**src/rtl/hazard_ctrl.sv**
```systemverilog
`default_nettype none
// ============================================================================
// Module   : hazard_ctrl
// Brief    : Hazard controller for the 5-stage MIPS core. Produces EX and
//            decode forwarding selects, fetch/decode stalls and the ID/EX
//            flush, tracks HI/LO unit occupancy and keeps saturating
//            stall/flush event counters.
// Revision : 1.0 - initial release
// ============================================================================
module hazard_ctrl #(
  parameter int MULDIV_LATENCY = 4,
  parameter int CNT_WIDTH      = 32
) (
  input  logic                 clk,
  input  logic                 rst_n,
  input  logic [4:0]           Rs_D,
  input  logic [4:0]           Rt_D,
  input  logic                 Branch_D,
  input  logic                 MulDiv_D,
  input  logic [4:0]           Rs_E,
  input  logic [4:0]           Rt_E,
  input  logic [4:0]           WriteReg_E,
  input  logic [4:0]           WriteReg_M,
  input  logic [4:0]           WriteReg_W,
  input  logic                 RegWrite_E,
  input  logic                 RegWrite_M,
  input  logic                 RegWrite_W,
  input  logic                 MemtoReg_E,
  input  logic                 MemtoReg_M,
  input  logic                 MulDivStart_E,
  output logic                 StallF,
  output logic                 StallD,
  output logic                 FlushE,
  output logic                 ForwardAD,
  output logic                 ForwardBD,
  output logic [1:0]           ForwardAE,
  output logic [1:0]           ForwardBE,
  output logic                 MulDivBusy,
  output logic [CNT_WIDTH-1:0] StallCount,
  output logic [CNT_WIDTH-1:0] FlushCount
);

  localparam int                    c_MD_W      = $clog2(MULDIV_LATENCY) + 1;
  localparam logic [c_MD_W-1:0]     c_MD_RELOAD = c_MD_W'(MULDIV_LATENCY - 1);
  localparam logic [c_MD_W-1:0]     c_MD_ONE    = c_MD_W'(1);
  localparam logic [CNT_WIDTH-1:0]  c_PERF_MAX  = '1;
  localparam logic [CNT_WIDTH-1:0]  c_PERF_ONE  = CNT_WIDTH'(1);

  localparam logic [0:0] c_IDLE = 1'b0;
  localparam logic [0:0] c_BUSY = 1'b1;

  // A destination matches a source only when it is a real register ($0 never hazards)
  function automatic logic hit(input logic [4:0] dest, input logic [4:0] src);
    return (dest != 5'd0) && (dest == src);
  endfunction

  logic [0:0]           r_state;
  logic [0:0]           w_state_nxt;
  logic [c_MD_W-1:0]    r_md_cnt;
  logic [c_MD_W-1:0]    w_md_cnt_nxt;
  logic [CNT_WIDTH-1:0] r_stall_cnt;
  logic [CNT_WIDTH-1:0] r_flush_cnt;
  logic                 w_lwstall;
  logic                 w_branchstall;
  logic                 w_mdstall;
  logic                 w_hazard;

  // EX operand forwarding: M stage wins over W stage; all zero while in reset
  always_comb begin
    ForwardAE = 2'b00;
    ForwardBE = 2'b00;
    if (rst_n) begin
      if (RegWrite_M && hit(WriteReg_M, Rs_E))      ForwardAE = 2'b10;
      else if (RegWrite_W && hit(WriteReg_W, Rs_E)) ForwardAE = 2'b01;
      if (RegWrite_M && hit(WriteReg_M, Rt_E))      ForwardBE = 2'b10;
      else if (RegWrite_W && hit(WriteReg_W, Rt_E)) ForwardBE = 2'b01;
    end
  end

  // Decode-comparator forwarding from ALUOut_M
  always_comb begin
    ForwardAD = rst_n && RegWrite_M && hit(WriteReg_M, Rs_D);
    ForwardBD = rst_n && RegWrite_M && hit(WriteReg_M, Rt_D);
  end

  // Stall sources OR together; reset forces a bubble into ID/EX and no stalls
  always_comb begin
    w_lwstall     = MemtoReg_E && (hit(Rt_E, Rs_D) || hit(Rt_E, Rt_D));
    w_branchstall = Branch_D &&
                    ((RegWrite_E && (hit(WriteReg_E, Rs_D) || hit(WriteReg_E, Rt_D))) ||
                     (MemtoReg_M && (hit(WriteReg_M, Rs_D) || hit(WriteReg_M, Rt_D))));
    w_mdstall     = MulDiv_D && MulDivBusy;
    w_hazard      = w_lwstall || w_branchstall || w_mdstall;
    StallF        = rst_n && w_hazard;
    StallD        = rst_n && w_hazard;
    FlushE        = !rst_n || w_hazard;
  end

  // HI/LO occupancy state register
  always_ff @(posedge clk) begin
    if (!rst_n) begin
      r_state  <= c_IDLE;
      r_md_cnt <= '0;
    end else begin
      r_state  <= w_state_nxt;
      r_md_cnt <= w_md_cnt_nxt;
    end
  end

  // HI/LO next state: a new start always reloads, even while already busy
  always_comb begin
    w_state_nxt  = r_state;
    w_md_cnt_nxt = r_md_cnt;
    case (r_state)
      c_IDLE: begin
        if (MulDivStart_E) begin
          w_state_nxt  = c_BUSY;
          w_md_cnt_nxt = c_MD_RELOAD;
        end
      end
      c_BUSY: begin
        if (MulDivStart_E) begin
          w_md_cnt_nxt = c_MD_RELOAD;
        end else if (r_md_cnt != '0) begin
          w_md_cnt_nxt = r_md_cnt - c_MD_ONE;
        end else begin
          w_state_nxt = c_IDLE;
        end
      end
      default: begin
        w_state_nxt  = c_IDLE;
        w_md_cnt_nxt = '0;
      end
    endcase
  end

  // HI/LO busy flag decoded from the registered state
  always_comb begin
    MulDivBusy = (r_state == c_BUSY);
  end

  // Saturating performance counters; cleared and frozen during reset
  always_ff @(posedge clk) begin
    if (!rst_n) begin
      r_stall_cnt <= '0;
      r_flush_cnt <= '0;
    end else begin
      if (StallD && (r_stall_cnt != c_PERF_MAX)) r_stall_cnt <= r_stall_cnt + c_PERF_ONE;
      if (FlushE && (r_flush_cnt != c_PERF_MAX)) r_flush_cnt <= r_flush_cnt + c_PERF_ONE;
    end
  end

  assign StallCount = r_stall_cnt;
  assign FlushCount = r_flush_cnt;

endmodule
`default_nettype wire

```
**config.mk**
```make
export PLATFORM = sky130hd
export DESIGN_NAME = hazard_ctrl
export DESIGN_NICKNAME = d
export VERILOG_FILES = /design/src/rtl/hazard_ctrl.sv
export SDC_FILE = /design/constraint.sdc
export NUM_CORES = 1
export LEC_CHECK = 0
export ABC_CLOCK_PERIOD_IN_PS = 4900
export CAP_MARGIN = 10
export CORE_UTILIZATION = 30
export CTS_CLUSTER_DIAMETER = 40
export DETAILED_ROUTE_END_ITERATION = 8
export SLEW_MARGIN = 20
export SYNTH_ARGS = -nofsm -noshare
export SYNTH_HDL_FRONTEND = slang
export SYNTH_SLANG_ARGS = --single-unit
export TNS_END_PERCENT = 10
```
**constraint.sdc**
```tcl
create_clock -name clk -period 4.9 [get_ports clk]
set_input_delay 0.49 -clock clk [delete_from_list [all_inputs] [get_ports clk]]
set_output_delay 0.49 -clock clk [all_outputs]
set_load 0.005 [all_outputs]
```
==> results of run 1 <==
-- stage by stage --
step	std cells	hold slack [ns]	total power (uW)	utilization, %	cell area (um2)
after global routing	792	0.5062	1425	42.62	5644
after floorplan	508	0.4608	670.8	-	4078
after CTS	792	0.4855	1382	42.62	5644
after global placement	777	0.4598	743.4	40.47	5359
final	792	0.4795	1363	42.62	5644
after detailed placement	777	0.4777	746.6	40.47	5359
-- cells in the mapped netlist (4+ instances only) --
cell / number / area [um2]
xnor2_1: 57 / 499.2
o21ai_0: 9 / 45.04
nand2b_1: 5 / 31.28
clkbuf_1: 17 / 63.81
nor4_1: 20 / 125.1
ha_1: 4 / 50.05
nor3_1: 23 / 115.1
and4_1: 4 / 35.03
nor4b_1: 5 / 43.79
nor3b_1: 4 / 30.03
nor2_1: 64 / 240.2
and3_1: 18 / 112.6
nand2_1: 45 / 168.9
or3_1: 6 / 37.54
a21oi_1: 15 / 75.07
nand3_1: 29 / 145.1
or4_1: 8 / 60.06
mux2i_1: 5 / 50.05
nand4_1: 14 / 87.58
xor2_1: 37 / 324.1
dfxtp_1: 68 / 1361
and2_1: 6 / 37.54
buf_2: 6 / 30.03
inv_1: 6 / 22.52
-- path summary, 6_finish.rpt --
kind                    end           start  cells past startpoint  slack, ns
max reg2reg  StallCount[17]   StallCount[0]                      9       2.14
min          FlushCount[27]  FlushCount[27]                      2       0.48
min reg2reg  FlushCount[27]  FlushCount[27]                      2       0.48
max                  StallF         Rt_E[1]                      7       1.29
-- power by group --
group	total, uW	switching, uW	leakage [uW]	internal, uW
registers	565	5.74	0.000549	559
logic	169	87.3	0.00115	81.9
clock network	629	224	0.000140	404
total	1360	317	0.00184	1050
-- flip-flops by register name, summed over array words and instances, names as in the netlist --
name	cells
FlushCount	32
StallCount	32
r_md_cnt	3
MulDivBusy	1
-- kinds of logic after synthesis --
family	share of synthesized area (%)
buffers and inverters	4.326
muxes	1.227
AOI/OAI and AO/OA	6.352
DFF	33.38
and+or+nand+nor	33.29
xor gates and xnor gates	20.19
adders and majority gates	1.227
-- cells in the final DEF, fill, tap and decap left out, types with 14 or more instances in the layout --
| cell | n |
|---|---|
| a21oi_1 | 15 |
| clkdlybuf4s50_1 | 118 |
| nand3_1 | 29 |
| nand2_1 | 45 |
| nand4_1 | 14 |
| xor2_1 | 37 |
| xnor2_1 | 57 |
| nor3_1 | 23 |
| nor2_1 | 64 |
| and3_1 | 18 |
| dfxtp_1 | 68 |
| nor4_1 | 20 |
-- routing by layer --
layer / global-route usage [%] / vias up / routed length (um)
met5: 0 / - / 0
met4: 5.854 / 0 / 185
met3: 5.116 / 15 / 655
met2: 26.61 / 98 / 5137
met1: 19.68 / 1798 / 5071
li1: - / 1969 / -
-- area by class of cell --
| cell class | instances | area [um2] | area share [%] |
|---|---|---|---|
| multi-input cells | 404 | 2540 | 45.00 |
| well taps | 176 | 220.2 | 3.902 |
| clock inverters | 2 | 35.03 | 0.6207 |
| inverters | 7 | 26.28 | 0.4655 |
| repair buffers | 122 | 1211 | 21.46 |
| flip-flops and latches | 68 | 1361 | 24.12 |
| clock buffers | 13 | 250.2 | 4.434 |
-- critical path, stage by stage --
cell and delay (ns):
clkdlybuf4s50_1 0.53, or4_1 0.56, o21ai_0 0.28, o21ai_2 0.12, a311oi_4 0.54, nor2_1 0.12, clkdlybuf4s50_1 0.48
==> results.sh, run 1 <==
export IMPL_grt_pass1_wl_um=18340
export IMPL_postCtsSetupBuffers=0
export IMPL_ys_warn_count=0
export IMPL_ys_seq_area_share_pct=33.38
export IMPL_postCtsHoldBufs=0
export IMPL_portBuffers=118
export IMPL_drcViolationCount=0
export IMPL_diodes=0
export IMPL_fin_crit_sh_pct=73.69
export IMPL_path_clk_slew_ns=0.05
export IMPL_worst_slack_ns=1.289
export IMPL_ios=119
export IMPL_wirelength_um=11050
export IMPL_fin_crit_ns=3.611
export IMPL_cts_root_buf="clkbuf_16"
export IMPL_start_kind="primary input"
export IMPL_first_iter_violations=231
export IMPL_rows=42
export IMPL_leakagePower_uw=0.001838
export IMPL_track_usage_pct=16.18
export IMPL_final_antenna_net_count=0
export IMPL_cp_max_fo=11
export IMPL_final_hold_violation_count=0
export IMPL_syn_nets=557
export IMPL_grt_pass1_vias=3736
export IMPL_cts_sinks=68
export IMPL_avgViaCountPerCell=4.899
export IMPL_hold_path_class="reg2reg"
export IMPL_crit_type="in2out"
export IMPL_cts_buffer_depth=2
export IMPL_rsz0062_at_grt="no"
export IMPL_cts_resized=0
export IMPL_syn_inst=508
export IMPL_required_ns=4.41
export IMPL_overflow=0
export IMPL_grt_start_max_net_pins=36
export IMPL_max_cap_violations=0
export IMPL_async_reset_ff_share_pct=0
export IMPL_die_area_um2=14060
export IMPL_worst_setup_path_end_kind="primary output"
export IMPL_fill_cells=1338
export IMPL_area_delta_synth_final_pct=38.42
export IMPL_p_per_area_nw_per_um2=241.4
export IMPL_start_util_pct=30.79
export IMPL_dr_pass1_iters=5
export IMPL_slew_headroom_pct=48.74
export IMPL_post_place_ws_ns=1.209
export IMPL_dp_hpwl_um=8204
export IMPL_synth_cell_type_count=44
export IMPL_synth_avg_cell_area_um2=8.027
export IMPL_antenna_found_initial=0
export IMPL_drive_above_1_share_pct=4.870
export IMPL_placeableCoreArea_um2=13240
export IMPL_synth_area_um2=4078
export IMPL_fmax_mhz=276.9
export IMPL_cts_buffers=9
export IMPL_insertion_delay_ns=0.33
export IMPL_finalSetupViolations=0
export IMPL_synth_edf_count=0
export IMPL_cts_tree="yes"
export IMPL_place_congestion=0.8032
export IMPL_ir_worst_vdd_v=0.0001275
export IMPL_ys_flop_type="dfxtp_1"
export IMPL_status="completed"
export IMPL_worst_pin_slew_ns=0.7618
export IMPL_finalNetCount=661
export IMPL_num_vias=3880
export IMPL_wl_per_cell_um=13.95
export IMPL_ctsHtreeMaxLevel=3
export IMPL_slew_viol_final=0
export IMPL_setup_tns_ns=0
export IMPL_die_w_um=118.6
export IMPL_synth_seq_cells=68
export IMPL_die_h_um=118.6
export IMPL_critical_path_arrival_ns=3.12
export IMPL_finClkSkew_ns=0.008443
Note: power is estimated with default switching activity, not from simulation.
==> inputs of run 2 (changes only) <==
ABC_CLOCK_PERIOD_IN_PS = 3600   (was 4900)
clock period = 3.6 ns   (was 4.9 ns; I/O delays follow)
==> results.sh, run 2 (synthesis results as in run 1) <==
export IMPL_hold_end="FlushCount[27]"
export IMPL_first_iter_violations=210
export IMPL_ctsHtreeMaxLevel=3
export IMPL_setup_tns_ns=0
export IMPL_start_util_pct=30.79
export IMPL_cts_sinks=68
export IMPL_overflow=0
export IMPL_final_cell_mix="118 x clkdlybuf4s50_1, 68 x dfxtp_1, 64 x nor2_1, 57 x xnor2_1, 45 x nand2_1"
export IMPL_r2r_end="FlushCount[14]"
export IMPL_diodes=0
export IMPL_sequentialPowerShare_pct=38.5
export IMPL_status="completed"
export IMPL_rrSetupSlack_ns=0.99
export IMPL_cts_root_buf="clkbuf_16"
export IMPL_p_per_area_nw_per_um2=349.8
export IMPL_multi_input_area_um2=2540
export IMPL_slew_viol_final=0
export IMPL_cts_buffer_depth=2
export IMPL_cts_resized=0
export IMPL_dp_hpwl_um=8206
export IMPL_fin_crit_ns=3.154
export IMPL_max_cap_violations=0
export IMPL_final_common_cell="clkdlybuf4s50_1"
export IMPL_regArea_um2=1361
export IMPL_cpMaxStageDelayCell="or4_1"
export IMPL_wirelength_um=10850
export IMPL_postCtsSetupBuffers=0
export IMPL_min_from="FlushCount[27]"
export IMPL_antenna_found_initial=0
export IMPL_die_area_um2=14060
export IMPL_cts_tree="yes"
export IMPL_avgViaCountPerCell=4.909
export IMPL_path_depth=7
export IMPL_final_antenna_net_count=0
export IMPL_wl_per_cell_um=13.66
export IMPL_portBuffers=118
export IMPL_required_ns=3.24
export IMPL_p_sw_share_pct=22.43
export IMPL_cpMostUsedCell="clkdlybuf4s50_1"
export IMPL_finClkSkew_ns=0.005802
export IMPL_path_clk_slew_ns=0.06
export IMPL_leakagePower_uw=0.001867
export IMPL_fin_crit_sh_pct=87.61
export IMPL_die_w_um=118.6
export IMPL_cts_buffers=9
export IMPL_track_usage_pct=16.19
export IMPL_start_kind="primary input"
export IMPL_ios=119
export IMPL_path_cells="clkdlybuf4s50_1 -> or4_1 -> o21ai_0 -> o21ai_2 -> a311oi_4 -> nand2_1 -> clkdlybuf4s50_1"
export IMPL_fill_cells=1350
export IMPL_worst_setup_path_end_kind="primary output"
export IMPL_slew_headroom_pct=54.15
export IMPL_finalSetupViolations=0
export IMPL_place_area_um2=5366
export IMPL_place_congestion=0.8471
export IMPL_crit_family="buffers and inverters"
export IMPL_power_internal_uw=1546
export IMPL_finalNetCount=662
export IMPL_hold_path_class="reg2reg"
export IMPL_comb_power_share_pct=11.5
export IMPL_reg2reg_depth=8
export IMPL_drcViolationCount=0
export IMPL_drive_above_1_share_pct=5.340
export IMPL_hold_path_depth=2
export IMPL_dr_pass1_iters=6
export IMPL_num_vias=3898
export IMPL_cp_slowest_stage_delay_ns=0.55
export IMPL_worst_r2r_startpoint="FlushCount[10]"
export IMPL_final_area_um2=5699
export IMPL_critical_path_arrival_ns=2.79
export IMPL_grt_start_max_net_pins=63
export IMPL_final_hold_violation_count=0
export IMPL_die_h_um=118.6
export IMPL_placeableCoreArea_um2=13240
export IMPL_cp_max_fo=5
export IMPL_crit_type="in2out"
export IMPL_worst_path_buf_inv=2
export IMPL_insertion_delay_ns=0.33
export IMPL_grt_pass1_vias=3699
export IMPL_p_sw_uw=447.2
export IMPL_clock_power_share_pct=49.9
export IMPL_rsz0062_at_grt="no"
export IMPL_worst_pin_slew_ns=0.6815
export IMPL_postCtsHoldBufs=0
export IMPL_grt_pass1_wl_um=18310
export IMPL_area_delta_synth_final_pct=39.77
export IMPL_fmax_mhz=317.1
export IMPL_ir_worst_vdd_v=0.0002353
export IMPL_rows=42
run 2: cell types whose count changed in the layout (fill, tap and decap cells not counted), sizes merged:
cell / before / now
buf: 4 / 5
clkinv: 1 / 2
bufinv: 1 / 3
clkbuf: 13 / 11
run 2: through the flow:
stage | hold WS [ns] | utilization (%) | total power, uW | instances | setup slack (ns)
floorplan | 0.4431 | - | 913.0 | 508 | 1.029
global placement | 0.4630 | 40.52 | 1012 | 778 | 0.4225
detailed placement | 0.4723 | 40.52 | 1015 | 778 | 0.3677
CTS | 0.4831 | 43.04 | 2018 | 794 | 0.4023
global route | 0.5073 | 43.04 | 2078 | 794 | 0.2956
finish | 0.4822 | 43.04 | 1994 | 794 | 0.4459
run 2: per-layer routing:
metal | GRT usage [%] | up-vias | wire, um
li1 | - | 1980 | -
met1 | 19.87 | 1801 | 4898
met2 | 26.64 | 99 | 5145
met3 | 5.019 | 18 | 581
met4 | 5.538 | 0 | 222
met5 | 0 | - | 0
run 2: worst max path at each step:
| stage | from | to |
|---|---|---|
| finish | Rt_E[1] | FlushE |
| global route | Rt_E[1] | StallF |
| CTS | Rt_E[1] | StallF |
| detailed placement | WriteReg_M[3] | StallCount[31] |
| global placement | Rt_E[1] | FlushE |
| floorplan | Rt_E[1] | StallF |
run 2: power groups by stage:
stage | logic, uW | registers, uW | clock network (uW)
CTS | 232 | 768 | 1020
finish | 230 | 768 | 995
global route | 252 | 769 | 1060
floorplan | 130 | 783 | 0
global placement | 228 | 784 | 0
detailed placement | 231 | 784 | 0
run 2: worst reg2reg max path, cell delays in order (launching register included):
cell     delay [ns]
dfxtp_1        0.42
and3_1         0.27
nand4_1        0.23
nor3_1         0.48
nand4_1        0.38
nand2_1        0.37
nor3_1         0.10
xnor2_1        0.16
nor2_1         0.05
run 2: final cells by class:
type / count / share of cell area [%]
clock inverters: 5 / 1.756
flip-flops and latches: 68 / 23.89
multi-input cells: 404 / 44.57
well taps: 176 / 3.864
clock buffers: 11 / 4.083
inverters: 7 / 0.4610
repair buffers: 123 / 21.38
